`src/rtl/stopwatch_pkg.sv`:
```
// rtl/stopwatch_pkg.sv - shared state encodings and BCD constants for the stopwatch slice
package stopwatch_pkg;

    localparam logic [1:0] ST_IDLE  = 2'd0;
    localparam logic [1:0] ST_RUN   = 2'd1;
    localparam logic [1:0] ST_PAUSE = 2'd2;
    localparam logic [1:0] ST_DONE  = 2'd3;

    localparam logic [3:0] BCD_MAX  = 4'd9;

endpackage

```
`src/rtl/btn_edge.sv`:
```
// rtl/btn_edge.sv - one-bit rising-edge detector on an already synchronised level
module btn_edge (
    input  logic clk,
    input  logic reset,
    input  logic btn,
    output logic rise
);

    logic prev;

    always_ff @(posedge clk or negedge reset) begin
        if (!reset) begin
            prev <= 1'b0;
        end else begin
            prev <= btn;
        end
    end

    // Combinational so the action lands on the same edge that samples the level.
    assign rise = btn & ~prev;

endmodule

```
`src/rtl/stopwatch_ctrl.sv`:
```
// rtl/stopwatch_ctrl.sv - run/pause/lap/clear sequencer and prescaler for the stopwatch datapath
module stopwatch_ctrl
    import stopwatch_pkg::*;
#(
    parameter int unsigned DIV         = 4,
    parameter bit          STOP_AT_MAX = 1'b1
) (
    input  logic       clk,
    input  logic       reset,
    input  logic       btn_start,
    input  logic       btn_lap,
    input  logic       btn_clear,
    input  logic [3:0] d,
    input  logic       max_tick,
    output logic       cnt_en,
    output logic       cnt_clr,
    output logic       running,
    output logic [3:0] lap_d,
    output logic       lap_valid,
    output logic       overflow
);

    localparam int unsigned PW = (DIV > 1) ? $clog2(DIV) : 1;
    localparam logic [PW-1:0] PRESC_MAX = PW'(DIV - 1);

    logic          start_e, lap_e, clear_e;
    logic [1:0]    state, state_nxt;
    logic [PW-1:0] presc, presc_nxt;
    logic          slot_end, term, lap_take;

    btn_edge u_start (.clk(clk), .reset(reset), .btn(btn_start), .rise(start_e));
    btn_edge u_lap   (.clk(clk), .reset(reset), .btn(btn_lap),   .rise(lap_e));
    btn_edge u_clear (.clk(clk), .reset(reset), .btn(btn_clear), .rise(clear_e));

    assign slot_end = (state == ST_RUN) && (presc == PRESC_MAX);
    assign term     = slot_end && max_tick;
    // With STOP_AT_MAX the terminal slot is swallowed so the datapath parks on 9.
    assign cnt_en   = slot_end && !(STOP_AT_MAX && max_tick);
    assign running  = (state == ST_RUN);
    assign lap_take = lap_e && !clear_e && !start_e &&
                      ((state == ST_RUN) || (state == ST_PAUSE));

    always_comb begin
        state_nxt = state;
        if (clear_e) begin
            state_nxt = ST_IDLE;
        end else if (term && STOP_AT_MAX) begin
            state_nxt = ST_DONE;
        end else if (start_e) begin
            case (state)
                ST_IDLE:  state_nxt = ST_RUN;
                ST_RUN:   state_nxt = ST_PAUSE;
                ST_PAUSE: state_nxt = ST_RUN;
                default:  state_nxt = state;
            endcase
        end
    end

    // The slot in flight completes even when a pause lands on it, so the phase survives.
    always_comb begin
        presc_nxt = presc;
        if (clear_e || (state == ST_IDLE) || (state == ST_DONE)) begin
            presc_nxt = '0;
        end else if (state == ST_RUN) begin
            presc_nxt = (presc == PRESC_MAX) ? '0 : presc + PW'(1);
        end
    end

    always_ff @(posedge clk or negedge reset) begin
        if (!reset) begin
            state     <= ST_IDLE;
            presc     <= '0;
            cnt_clr   <= 1'b0;
            lap_d     <= 4'd0;
            lap_valid <= 1'b0;
            overflow  <= 1'b0;
        end else begin
            state   <= state_nxt;
            presc   <= presc_nxt;
            cnt_clr <= clear_e;
            if (clear_e) begin
                lap_d     <= 4'd0;
                lap_valid <= 1'b0;
                overflow  <= 1'b0;
            end else begin
                if (lap_take) begin
                    lap_d     <= d;
                    lap_valid <= 1'b1;
                end
                if (term) begin
                    overflow <= 1'b1;
                end
            end
        end
    end

endmodule

```
`config.mk`:
```
export PLATFORM = sky130hd
export DESIGN_NAME = stopwatch_ctrl
export DESIGN_NICKNAME = d
export VERILOG_FILES = /design/src/rtl/stopwatch_pkg.sv /design/src/rtl/btn_edge.sv /design/src/rtl/stopwatch_ctrl.sv
export SDC_FILE = /design/constraint.sdc
export NUM_CORES = 1
export LEC_CHECK = 0
export ABC_AREA = 1
export CAP_MARGIN = 0
export CORE_MARGIN = 2
export CORE_UTILIZATION = 40
export CTS_BUF_LIST = sky130_fd_sc_hd__clkbuf_16
export DETAILED_ROUTE_END_ITERATION = 10
export PLACE_DENSITY = 0.8
export SYNTH_ARGS = -nofsm -noshare
export SYNTH_HDL_FRONTEND = slang
export SYNTH_SLANG_ARGS = --single-unit
```
`constraint.sdc`:
```
create_clock -name clk -period 1.6 [get_ports clk]
set_clock_uncertainty 0.1 [all_clocks]
set_input_delay 0.32 -clock clk [delete_from_list [all_inputs] [get_ports clk]]
set_output_delay 0.32 -clock clk [all_outputs]
set_load 0.01 [all_outputs]
```
==> flow_summary.yaml <==
critical_path:
  critical-path-top-delay-family: "buffers and inverters"
  worst_setup_path_start_kind: "register"
  cp_max_fo: 2
  setup.worst_path.class: "reg -> out"
  cp-end-kind: "output pin"
  path_cells: "clkdlybuf4s50_1"
  slowest_stage: "clkdlybuf4s50_1"
  cp.required_ps: 1180
  worstPathArrival_ps: 1130
  cp_num_buf_inv: 1
  slowest_delay_ps: 540
yosys:
  synth_fp_nets: 88
  synth_seq_area_share_pct: 52.0
  synth_top_cell_area_share_pct: 52.0
  synth_top_cell_by_area: "dfrtp_1"
  syn_avg_cell_area_um2: 9.22
  yosysWarnings: 0
  yosysUniqueCellTypes: 12
  netlist_area_um2: 673
  netlist_top_cells_area: "dfrtp_1 52%, ha_1 9.3%, nand2_1 8.9%"
  yosys_register_bits: 14
  syn_inst: 73
timing:
  final.min_clock_period_ps: 1550
  final.period_utilization_pct: 97.1
  slew_headroom_pct: 84.1
  worstMarginPinSlew_ps: 238
  slew_viol_final: 0
  rsz0062_at_grt: "no"
  hold_violations: 0
  max_freq_ghz: 0.644
  final.setup.tns_ps: 0
  finalSetupViolCount: 0
placement:
  place_hpwl_mm: 1.15
  dpl.cell_count: 116
  port_buffers: 18
  placed_cell_area_um2: 950
  gp_congestion: 0.712
global_routing:
  grt_max_degree: 15
  grt_pass1_wl_mm: 2.83
  grt-ovfl-total: 0
  grt_pass1_vias: 666
  grtUsageTotal_pct: 19.9
  grt_antenna_before_repair: 0
power:
  p_leak_uw: 0.000536
  irDropWorstVdd_uv: 1090
  power_uw: 1710
  powerDensity_nw_per_um2: 1590
run_status:
  outcome: "finished clean"
clock_network:
  hold_buffers: 0
  cts_buffers: 3
  tritoncts: "yes"
  clock_path_buffers: 2
  cts.sinks: 14
  path_clk_slew_ps: 50
  cts_htree_levels: 1
  clk_latency_ps: 240
  root_buffer: "clkbuf_16"
routing:
  wl_mm: 1.72
  drt-initial-drc-count: 14
  viasPerCell: 5.31
  dr.pass1.iters: 4
  via_count: 642
  ant_nets: 0
  route.detailed.drc: 0
  wl_per_cell_um: 14.2
run:
  max_cap_viol_count: 0
cells_and_area:
  mostFrequentLayoutCell: "clkdlybuf4s50_1"
  nNetsFinal: 121
  layout.cells.non_filler: 121
  drive_gt1_share_pct: 24.8
  mostFrequentLayoutCells: "16 x clkdlybuf4s50_1, 15 x nand2_1, 14 x dfrtp_1"
  fill_cells: 114
  final_area_um2: 1080
  insertedDiodeCount: 0
  syn2layout_area_growth_pct: 60.2
floorplan:
  coreArea_um2: 1540
  num_rows: 14
  fp.dieW_um: 45.0
  pin_count: 19
  die_area_um2: 2030
  start_util_pct: 43.7
  die_h_um: 45.0
worst_hold_path:
  hold_path.class: "in -> async"
## kinds of logic (layout without fill, tap and decap cells)
kind of cell	count (synthesis)	in the layout	synth area share, %
AOI/OAI and AO/OA	6	6	4.46
DFF	14	14	52.0
adders and majority gates	5	5	9.29
and+or+nand+nor	36	36	26.4
buffers and inverters	12	44	7.81
## stage by stage
stage / setup slack [ps] / hold WS, ps / util, %
2_1_floorplan: 191 / -75.6 / -
3_3_place_gp: -191 / 382 / 61.6
3_5_place_dp: -219 / 393 / 61.6
4_1_cts: 7.38 / 299 / 66.6
5_1_grt: 5.71 / 310 / 70.0
6_report: 46.9 / 291 / 70.0
## area by class of cell
| cell class | instances | area (µm²) | share of cell area [%] |
|---|---|---|---|
| flip-flops and latches | 14 | 350 | 32.5 |
| clock inverters | 1 | 3.75 | 0.348 |
| clock buffers | 3 | 75.1 | 6.96 |
| inverters | 11 | 43.8 | 4.06 |
| well taps | 16 | 20.0 | 1.86 |
| repair buffers | 29 | 273 | 25.3 |
| multi-input cells | 47 | 313 | 29.0 |
## registers in the layout, summed over array words and instances, names as in the netlist
register	cells
lap_d	4
presc	2
state	2
cnt_clr	1
lap_valid	1
overflow	1
u_clear.prev	1
u_lap.prev	1
u_start.prev	1
## worst paths after layout
path	cells past startpoint	start	slack, ps	to
setup / recovery	1	lap_d[2]	50	lap_d[2]
hold / removal	2	reset	290	presc[1]
setup reg to reg	8	state[0]	60	lap_d[2]
hold reg to reg	2	lap_d[0]	400	lap_d[0]
max in group asynchronous	2	reset	940	state[1]
min in group clk	2	lap_d[0]	400	lap_d[0]
## synth_stat cells (all sizes together)
master / number
a21oi: 6
buf: 1
dfrtp: 14
ha: 5
inv: 11
nand2: 18
nand3: 8
nand4: 6
nor2: 4
## where the power goes
| group | leakage [µW] | switching [µW] | internal, µW |
|---|---|---|---|
| combinational | 0.000315 | 357 | 386 |
| clock | 0.0000385 | 148 | 331 |
| sequential | 0.000182 | 53.9 | 437 |
## layer usage
metal | routed length, µm | vias to the layer above | global-route usage [%]
li1 | - | 302 | -
met1 | 657 | 302 | 21.8
met2 | 850 | 27 | 32.0
met3 | 111 | 11 | 5.20
met4 | 102 | 0 | 16.5
met5 | 0 | - | 0
## timing repair
action	CTS	global route
resized for setup	9	11
setup endpoints to repair	2	5
setup buffers	0	1
pin swaps	0	4
Power figures use the tool's default switching activity.
